[config.mk]
export PLATFORM = sky130hd
export DESIGN_NAME = counter_sequencer
export DESIGN_NICKNAME = d
export VERILOG_FILES = /design/src/rtl/counter_seq_pkg.sv /design/src/rtl/pulse_shaper.sv /design/src/rtl/counter_sequencer.sv
export SDC_FILE = /design/constraint.sdc
export NUM_CORES = 1
export LEC_CHECK = 0
export BUFFER_PORTS_ARGS = -buffer_cell sky130_fd_sc_hd__buf_2
export CORE_AREA = 8 8 80 82
export CTS_BUF_LIST = sky130_fd_sc_hd__clkbuf_4
export CTS_CLUSTER_SIZE = 20
export DETAILED_ROUTE_END_ITERATION = 10
export DIE_AREA = 0 0 88 90
export PLACE_DENSITY = 0.8
export SETUP_SLACK_MARGIN = 0.05
export SKIP_LAST_GASP = 1
export SLEW_MARGIN = 40
export SYNTH_ARGS = -nofsm -noshare
export SYNTH_HDL_FRONTEND = slang
export SYNTH_SLANG_ARGS = --single-unit
[constraint.sdc]
create_clock -name clk -period 2.48 [get_ports clk]
set_clock_uncertainty 0.1 [all_clocks]
set_input_delay 0.372 -clock clk [delete_from_list [all_inputs] [get_ports clk]]
set_output_delay 0.372 -clock clk [all_outputs]
set_load 0.01 [all_outputs]
[src/rtl/counter_seq_pkg.sv]
// Shared opcodes, FSM state codes and CONFIG field layout for counter_sequencer.
package counter_seq_pkg;

    localparam logic [1:0] OP_CONFIG = 2'b00;
    localparam logic [1:0] OP_STEP   = 2'b01;
    localparam logic [1:0] OP_RUN    = 2'b10;
    localparam logic [1:0] OP_RSVD   = 2'b11;

    localparam logic [1:0] ST_IDLE     = 2'd0;
    localparam logic [1:0] ST_PULSE_HI = 2'd1;
    localparam logic [1:0] ST_PULSE_LO = 2'd2;
    localparam logic [1:0] ST_DONE     = 2'd3;

    localparam int CFG_MAX_VAL_LSB = 0;
    localparam int CFG_MAX_VAL_MSB = 3;
    localparam int CFG_MAX_EN      = 4;
    localparam int CFG_UP_DOWN     = 5;
    localparam int CFG_CARRY_EN    = 6;
    localparam int CFG_CARRY_IN    = 7;

    typedef struct packed {
        logic       carry_in;
        logic       carry_en;
        logic       up_down_sel;
        logic       max_en;
        logic [3:0] max_val;
    } cfg_t;

    function automatic cfg_t decode_cfg(input logic [7:0] arg);
        cfg_t c;
        c.max_val     = arg[CFG_MAX_VAL_MSB:CFG_MAX_VAL_LSB];
        c.max_en      = arg[CFG_MAX_EN];
        c.up_down_sel = arg[CFG_UP_DOWN];
        c.carry_en    = arg[CFG_CARRY_EN];
        c.carry_in    = arg[CFG_CARRY_IN];
        return c;
    endfunction

    function automatic logic [7:0] sat_inc8(input logic [7:0] v);
        return (v == 8'hFF) ? v : v + 8'd1;
    endfunction

endpackage

[src/rtl/pulse_shaper.sv]
// HIGH/LOW phase timer: drives a registered inc pulse and strobes the last
// cycle of each phase so the sequencer can chain or stop pulses.
module pulse_shaper #(
    parameter int unsigned PULSE_HIGH = 2,
    parameter int unsigned PULSE_LOW  = 1
) (
    input  logic clk,
    input  logic rst_n,
    input  logic fire,
    input  logic kill,
    output logic inc,
    output logic hi_end,
    output logic pulse_end
);

    localparam logic [1:0] PH_IDLE = 2'd0;
    localparam logic [1:0] PH_HIGH = 2'd1;
    localparam logic [1:0] PH_LOW  = 2'd2;

    localparam logic [7:0] HIGH_LOAD = 8'(PULSE_HIGH - 1);
    localparam logic [7:0] LOW_LOAD  = 8'(PULSE_LOW - 1);

    logic [1:0] phase_q, phase_d;
    logic [7:0] timer_q, timer_d;
    logic       inc_q, inc_d;
    logic       timer_tc;

    assign timer_tc = (timer_q == 8'd0);

    always_comb begin
        phase_d = phase_q;
        timer_d = timer_q;
        if (kill) begin
            phase_d = PH_IDLE;
            timer_d = 8'd0;
        end else if (fire) begin
            phase_d = PH_HIGH;
            timer_d = HIGH_LOAD;
        end else begin
            case (phase_q)
                PH_HIGH: begin
                    if (timer_tc) begin
                        phase_d = PH_LOW;
                        timer_d = LOW_LOAD;
                    end else begin
                        timer_d = timer_q - 8'd1;
                    end
                end
                PH_LOW: begin
                    if (timer_tc) begin
                        phase_d = PH_IDLE;
                    end else begin
                        timer_d = timer_q - 8'd1;
                    end
                end
                default: ;
            endcase
        end
        // inc is its own flop so the counter sees a clean edge, not a state decode
        inc_d = (phase_d == PH_HIGH);
    end

    always_ff @(posedge clk or negedge rst_n) begin
        if (!rst_n) begin
            phase_q <= PH_IDLE;
            timer_q <= 8'd0;
            inc_q   <= 1'b0;
        end else begin
            phase_q <= phase_d;
            timer_q <= timer_d;
            inc_q   <= inc_d;
        end
    end

    assign inc       = inc_q;
    assign hi_end    = (phase_q == PH_HIGH) && timer_tc;
    assign pulse_end = (phase_q == PH_LOW) && timer_tc;

endmodule

[src/rtl/counter_sequencer.sv]
// Command-driven controller that configures a counter, issues shaped inc
// pulses (STEP / RUN_TO_CARRY) and counts carry_out wraps.
//
// state       | meaning
// ST_IDLE     | ready for a command
// ST_PULSE_HI | inc pulse high phase
// ST_PULSE_LO | inc pulse low phase; pulse bookkeeping at its last cycle
// ST_DONE     | one-cycle completion, done=1
module counter_sequencer
    import counter_seq_pkg::*;
#(
    parameter int unsigned PULSE_HIGH = 2,
    parameter int unsigned PULSE_LOW  = 1,
    parameter int unsigned MAX_PULSES = 255
) (
    input  logic       clk,
    input  logic       reset,
    input  logic       cmd_valid,
    output logic       cmd_ready,
    input  logic [1:0] cmd_op,
    input  logic [7:0] cmd_arg,
    input  logic       abort,
    input  logic       cnt_carry_out,
    output logic       cnt_inc,
    output logic       cnt_up_down_sel,
    output logic       cnt_carry_en,
    output logic       cnt_carry_in,
    output logic       cnt_max_en,
    output logic [3:0] cnt_max_val,
    output logic       busy,
    output logic       done,
    output logic       timeout,
    output logic [7:0] wrap_count
);

    localparam logic [7:0] MAX_PULSES_8 = 8'(MAX_PULSES);

    logic [1:0] state_q, state_d;
    logic [7:0] remaining_q, remaining_d;
    logic [7:0] pulses_q, pulses_d;
    logic       run_mode_q, run_mode_d;
    logic       carry_seen_q, carry_seen_d;
    logic       prev_carry_q;
    logic       timeout_q, timeout_d;
    logic [7:0] wrap_q, wrap_d;
    cfg_t       cfg_q, cfg_d;

    logic carry_edge;
    logic in_pulse;
    logic fire;
    logic kill;
    logic hi_end;
    logic pulse_end;
    logic inc;

    assign carry_edge = cnt_carry_out & ~prev_carry_q;
    assign in_pulse   = (state_q == ST_PULSE_HI) || (state_q == ST_PULSE_LO);

    pulse_shaper #(
        .PULSE_HIGH(PULSE_HIGH),
        .PULSE_LOW (PULSE_LOW)
    ) u_shaper (
        .clk      (clk),
        .rst_n    (reset),
        .fire     (fire),
        .kill     (kill),
        .inc      (inc),
        .hi_end   (hi_end),
        .pulse_end(pulse_end)
    );

    always_comb begin
        state_d      = state_q;
        remaining_d  = remaining_q;
        pulses_d     = pulses_q;
        run_mode_d   = run_mode_q;
        carry_seen_d = carry_seen_q;
        timeout_d    = timeout_q;
        cfg_d        = cfg_q;
        wrap_d       = carry_edge ? sat_inc8(wrap_q) : wrap_q;
        fire         = 1'b0;
        kill         = 1'b0;

        if (in_pulse && carry_edge) begin
            carry_seen_d = 1'b1;
        end

        case (state_q)
            ST_IDLE: begin
                if (cmd_valid) begin
                    timeout_d = 1'b0;
                    case (cmd_op)
                        OP_CONFIG: begin
                            cfg_d   = decode_cfg(cmd_arg);
                            wrap_d  = 8'd0;
                            state_d = ST_DONE;
                        end
                        OP_STEP: begin
                            if (cmd_arg == 8'd0) begin
                                state_d = ST_DONE;
                            end else begin
                                remaining_d = cmd_arg;
                                run_mode_d  = 1'b0;
                                fire        = 1'b1;
                                state_d     = ST_PULSE_HI;
                            end
                        end
                        OP_RUN: begin
                            pulses_d   = 8'd0;
                            run_mode_d = 1'b1;
                            fire       = 1'b1;
                            state_d    = ST_PULSE_HI;
                        end
                        default: state_d = ST_DONE;
                    endcase
                end
            end
            ST_PULSE_HI: begin
                if (abort) begin
                    kill    = 1'b1;
                    state_d = ST_DONE;
                end else if (hi_end) begin
                    state_d = ST_PULSE_LO;
                end
            end
            ST_PULSE_LO: begin
                if (abort) begin
                    kill    = 1'b1;
                    state_d = ST_DONE;
                end else if (pulse_end) begin
                    if (run_mode_q) begin
                        pulses_d = pulses_q + 8'd1;
                        // an edge in this very cycle still belongs to the pulse just ending
                        if (carry_seen_q || carry_edge) begin
                            state_d = ST_DONE;
                        end else if (pulses_q + 8'd1 == MAX_PULSES_8) begin
                            timeout_d = 1'b1;
                            state_d   = ST_DONE;
                        end else begin
                            fire    = 1'b1;
                            state_d = ST_PULSE_HI;
                        end
                    end else begin
                        remaining_d = remaining_q - 8'd1;
                        if (remaining_q == 8'd1) begin
                            state_d = ST_DONE;
                        end else begin
                            fire    = 1'b1;
                            state_d = ST_PULSE_HI;
                        end
                    end
                end
            end
            default: state_d = ST_IDLE;
        endcase

        if (fire) begin
            carry_seen_d = 1'b0;
        end
    end

    always_ff @(posedge clk or negedge reset) begin
        if (!reset) begin
            state_q      <= ST_IDLE;
            remaining_q  <= 8'd0;
            pulses_q     <= 8'd0;
            run_mode_q   <= 1'b0;
            carry_seen_q <= 1'b0;
            prev_carry_q <= 1'b0;
            timeout_q    <= 1'b0;
            wrap_q       <= 8'd0;
            cfg_q        <= '0;
        end else begin
            state_q      <= state_d;
            remaining_q  <= remaining_d;
            pulses_q     <= pulses_d;
            run_mode_q   <= run_mode_d;
            carry_seen_q <= carry_seen_d;
            prev_carry_q <= cnt_carry_out;
            timeout_q    <= timeout_d;
            wrap_q       <= wrap_d;
            cfg_q        <= cfg_d;
        end
    end

    assign cmd_ready       = (state_q == ST_IDLE);
    assign busy            = (state_q != ST_IDLE);
    assign done            = (state_q == ST_DONE);
    assign timeout         = timeout_q;
    assign wrap_count      = wrap_q;
    assign cnt_inc         = inc;
    assign cnt_up_down_sel = cfg_q.up_down_sel;
    assign cnt_carry_en    = cfg_q.carry_en;
    assign cnt_carry_in    = cfg_q.carry_in;
    assign cnt_max_en      = cfg_q.max_en;
    assign cnt_max_val     = cfg_q.max_val;

endmodule

# Word-level counts from Yosys, hierarchy flattened
# Index checks and enable logic that the tools add are counted.
# W data, S select, Z words.
# op_classes
multipliers	0
n_shift	0
n_lt_le_gt_ge	0
bitwise	2
mux	63
div_mod_pow	0
addsub	4
n_eq_ne	25
n_reduce_logical	22
# op_table
op	n
$mux W8	20
$pmux W8 S2	3
$mux W2	14
$mux W1	19
$add A8 B1 Y8 const B	2
$eq A8 B8 Y1 const B	2
$logic_not A8 Y1	2
$ne A2 B2 Y1 const B	8
$sub A8 B1 Y8 const B	2
$reduce_and A7 Y1	2
$eq A2 B1 Y1 const B	4
$eq A2 B2 Y1 const B	4
$eq A8 B1 Y1 const B	1
$pmux W1 S2	4
$pmux W2 S2	2
$reduce_bool A2 Y1	4
$ne A2 B1 Y1 const B	3
$ne A3 B3 Y1 const B	2
$pmux W2 S3	1
$reduce_and A3 Y1	2
$reduce_and A6 Y1	1
$logic_not A2 Y1	2
$ne A4 B4 Y1 const B	1
$reduce_and A4 Y1	1
7 further kinds	10
# totals
ff_bits	49
latchBits	0
wordCells	132
memories	0
rom_bits	0
in_bits	15
mem_bits_rw	0

# Longest topological paths before layout
# logic_depth
depth_word	11
mapped_depth	8

# By module
# A second synthesis with hierarchy kept.
# hier_totals
cells_unflattened	345
area_unflattened_um2	3031.7
# modules_own_cells
module	area_each_um2	n_inst	cells_each
counter_sequencer	2388.5	1	275
pulse_shaper	643.1	1	70

# Worst setup path before layout
# Ideal clock, no wire load.
# synth_timing
kind	reg2reg
startpoint	register u_shaper.phase_q[0]
endpoint	register state_q[1]
path_buffers	0
synth_period_minus_slack_ps	2181
setup_ps	129
arrival_ps	1951
stages_incl_launch_ff	8
slack_ps	299
t_required_ps	2251
path_cell_list	dfrtp_1 -> inv_1 -> ha_1 -> or4bb_1 -> o21ai_4 -> o221ai_2 -> a2111oi_4 -> a21boi_1
# synth_between
elab_chain_cells	4
elab_cells_between_ends	7
cone_classes	eq/ne: 4; reduce/logical: 3
# synth_lines
element	line	source
start: declaration	pulse_shaper.sv:23	logic [1:0] phase_q, phase_d;
start signal: assignment	pulse_shaper.sv:69	phase_q <= phase_d;
$eq A2 B2 Y1 or $eq A2 B1 Y1 (tied branches)	pulse_shaper.sv:77, pulse_shaper.sv:76	
$logic_and A1 B1 Y1, on equally long branches	pulse_shaper.sv:77, pulse_shaper.sv:76	
$ne A3 B3 Y1 (no line)	n/a	
$reduce_and A3 Y1 (no line) *	n/a	
end signal: assignment	counter_sequencer.sv:174	state_q <= state_d;
end: declaration	counter_sequencer.sv:38	logic [1:0] state_q, state_d;
# Every way passes the cells marked *; elsewhere a longest branch is shown, timed or not.
# A chain may end at the register's enable or synchronous reset.

# Worst setup path after layout
# Same ends and word-level chain as after synthesis.

==> results_dict.tcl <==
set metrics [dict create \
    ios 36 \
    clockPowerShare 0.096 \
    yosys.area_share.adder 0.0628 \
    rsz0062_at_grt "no" \
    clk-insertion-delay-late_ns 0.36 \
    cp-endpoint "state_q[1]" \
    yosysUniqueCellTypes 62 \
    p_sw_mw 1.64 \
    drv_cap 0 \
    finalCritPeriodShare 0.934 \
    crit_type "reg -> reg" \
    dr.pass1.iters 4 \
    timing.final.ws_setup_ns 0.164 \
    antenna_left 0 \
    holdWs_ns -0.00465 \
    multi_input_area_um2 1670 \
    clkSlewWorstSetupHoldPaths_ns 0.15 \
    critical_path_depth 7 \
    swShare 0.448 \
    dieArea_um2 7920 \
    p_comb_frac 0.545 \
    synth_edf_count 0 \
    synthMuxAreaShare 0.0205 \
    n_antenna_cell 0 \
    seqCellArea_um2 1230 \
    synth-compound-area-share 0.204 \
    slew_violations 0 \
    cts_buffers 5 \
    period_needed_ns 2.32 \
    drc 0 \
    gp_congestion 0.800 \
    cp_top_family "compound AO/OA/AOI/OAI gates" \
    yosys.area_share.simple 0.227 \
    port_buffers 35 \
    final-setup-viol-count 0 \
    cts_max_level 2 \
    synth-main-ff-cell "dfrtp_1" \
    die_w_um 88 \
    ir_drop_mv 0.717 \
    viasPerCell 5.74 \
    synth_top_family_by_area "simple AND/OR/NAND/NOR gates" \
    cp.arrival_ns 2.48 \
    post-dp-hpwl_mm 5.00 \
    num-fill-cells 428 \
    powerDensity_nw_per_um2 1100 \
    dp_slack_ns -0.00255 \
    syn-num-nets 360 \
    p_int_mw 2.03 \
    fp-row-count 27 \
    die_h_um 90 \
    ys_ff_latch 49 \
    synthXorXnorAreaFrac 0.0352 \
    overflow 0 \
    avgSynthCellArea_um2 9.05 \
    worstPathCellList "inv_1 -> ha_2 -> or4bb_4 -> o21ai_4 -> o221ai_2 -> a2111oi_4 -> a21boi_1" \
    slew_headroom 0.590 \
    critPathMaxFanout 6 \
    wirelength_mm 6.62 \
    yosysWarnings 0 \
    nets 401 \
    worstSetupEndpointType "flop" \
    ys_async_sr_fraction 1.00 \
    total_leakage_power_nw 1.52 \
    cts_buffer_depth 2 \
    r2r-end "state_q[1]" \
    required_ns 2.64 \
    antenna_found_initial 0 \
    cts.sinks 49 \
    core_area_um2 5240 \
    r2r_start "u_shaper.phase_q[0]" \
    p_seq_frac 0.358 \
    tightest_slew_ns 0.615 \
    post_drt_wl_per_cell_um 14.9 \
    initial_core_util 0.570 \
    drive_above_1_share 0.186 \
    drtIter0Drc 147 \
    grt_pass1_wl_mm 11.7 \
    crit_slowest_cell "or4bb_4" \
    cp_num_buf_inv 1 \
    tritoncts "built" \
    hold_violations 19 \
    max_stage_delay_ns 0.56 \
    max_freq_ghz 0.432 \
    synthCells 330 \
    rrSetupSlack_ns 0.16 \
    areaGrowthSynthToFinish_pct 12.0 \
    worst_setup_path_start_kind "flop" \
    violations "negative hold slack" \
    cts-root-buf "clkbuf_4" \
    via_count 2543 \
    grt_max_degree 50 \
    crit_start "u_shaper.phase_q[0]" \
    outcome "finished, violations left" \
    ff2ff_path_depth 7 \
    hp-class "in -> async" \
    grt_usage 0.180 \
    synth_area_um2 2990 \
    grt_pass1_vias 2574 \
    ys_seq_area_frac 0.411 \
]
-- synth_stat cells (3+ instances only) --
library cell  count  area share
or2_2             4      0.0084
o21ai_0          20       0.034
nor3b_1           3      0.0075
a21o_1            3      0.0075
inv_1            19       0.024
nor3_1           10       0.017
xnor2_1           8       0.023
mux2i_1           5       0.017
nand2_1          51       0.064
ha_1             15       0.063
dfrtp_1          49        0.41
nor2b_1           3      0.0063
xor2_1            4       0.012
o211ai_1          6       0.015
nand3_1          12       0.020
a211oi_1          3      0.0075
nand4_1           4      0.0084
nand2b_1          3      0.0063
clkbuf_1          8       0.010
nor2_1           31       0.039
a21oi_1          10       0.017
nand3b_1          4       0.010
nor4_1            3      0.0063
and3_1            3      0.0063
o22ai_1           6       0.013
-- layer usage --
layer	vias up	global-route usage	share of wire
met2	44	0.283	0.49
met1	1231	0.240	0.46
met5	-	0	0
met4	0	0.0516	0.0092
li1	1264	-	-
met3	4	0.0355	0.039
-- sequential cells by signal (all words and copies together), names as in the netlist --
signal,count
cnt_carry_en,1
cnt_max_val,4
state_q,2
prev_carry_q,1
cnt_up_down_sel,1
cnt_carry_in,1
timeout,1
pulses_q,8
remaining_q,8
cnt_max_en,1
carry_seen_q,1
u_shaper.inc,1
wrap_count,8
u_shaper.phase_q,2
run_mode_q,1
u_shaper.timer_q,8
-- worst min path at each step --
stage                                to          start  cells past startpoint
detailed placement         cnt_carry_en   cnt_carry_en                      2
CTS                          state_q[1]          reset                      2
global route               prev_carry_q  cnt_carry_out                      1
floorplan                  carry_seen_q          reset                      0
global placement             cnt_max_en     cnt_max_en                      2
finish              u_shaper.timer_q[4]          reset                      2
-- power by group through the flow --
stage | logic [mW] | clock network, mW | registers (mW)
final | 2.00 | 0.354 | 1.31
after global routing | 2.22 | 0.401 | 1.36
after CTS | 1.92 | 0.370 | 1.31
after detailed placement | 1.91 | 0 | 1.33
after global placement | 1.84 | 0 | 1.32
after floorplan | 1.37 | 0 | 1.33
-- what timing repair did --
action | in CTS | in global routing
hold buffers | 0 | 0
resized for setup | 0 | 8
pin swaps | 1 | 2
setup endpoints to repair | 5 | 14
buffers inserted | 1 | 3
-- worst register-to-register path: stages (launching register included) --
cell and delay (ns):
dfrtp_1 0.42, inv_1 0.10, ha_2 0.20, or4bb_4 0.56
o21ai_4 0.25, o221ai_2 0.20, a2111oi_4 0.29, a21boi_1 0.10
-- cells by family after synthesis --
logic type | after synthesis
xor+xnor | 12
simple gates | 140
fa+ha+maj | 15
flops | 49
compound gates | 79
mux | 6
buf+inv | 29
-- cells in the final DEF, fill, tap and decap left out, drive strengths merged, types with 6 or more instances in the layout --
cell type / Yosys / layout
buf: 2 / 44
nor2: 31 / 31
o22ai: 6 / 6
nand2: 51 / 51
inv: 19 / 19
dfrtp: 49 / 49
o211ai: 6 / 6
nor3: 11 / 11
xnor2: 8 / 8
o21ai: 21 / 21
nand3: 12 / 12
ha: 15 / 15
a21oi: 10 / 10
-- through the flow --
stage | cell area [um2] | TNS [ns] | total power, mW | cells | util
detailed placement | 3240 | -0.00255 | 3.23 | 432 | 0.619
global placement | 3240 | 0 | 3.16 | 432 | 0.619
floorplan | 2990 | 0 | 2.71 | 330 | -
global route | 3340 | 0 | 3.99 | 443 | 0.639
CTS | 3300 | 0 | 3.61 | 440 | 0.630
finish | 3340 | 0 | 3.67 | 443 | 0.639
-- cell type report --
type / instances / share of cell area
repair buffers: 44 / 0.0726
multi-input cells: 252 / 0.498
flip-flops and latches: 49 / 0.367
clock inverters: 2 / 0.00337
well taps: 72 / 0.0269
clock buffers: 5 / 0.0112
inverters: 19 / 0.0213
Note: power is estimated with default switching activity, not from simulation.
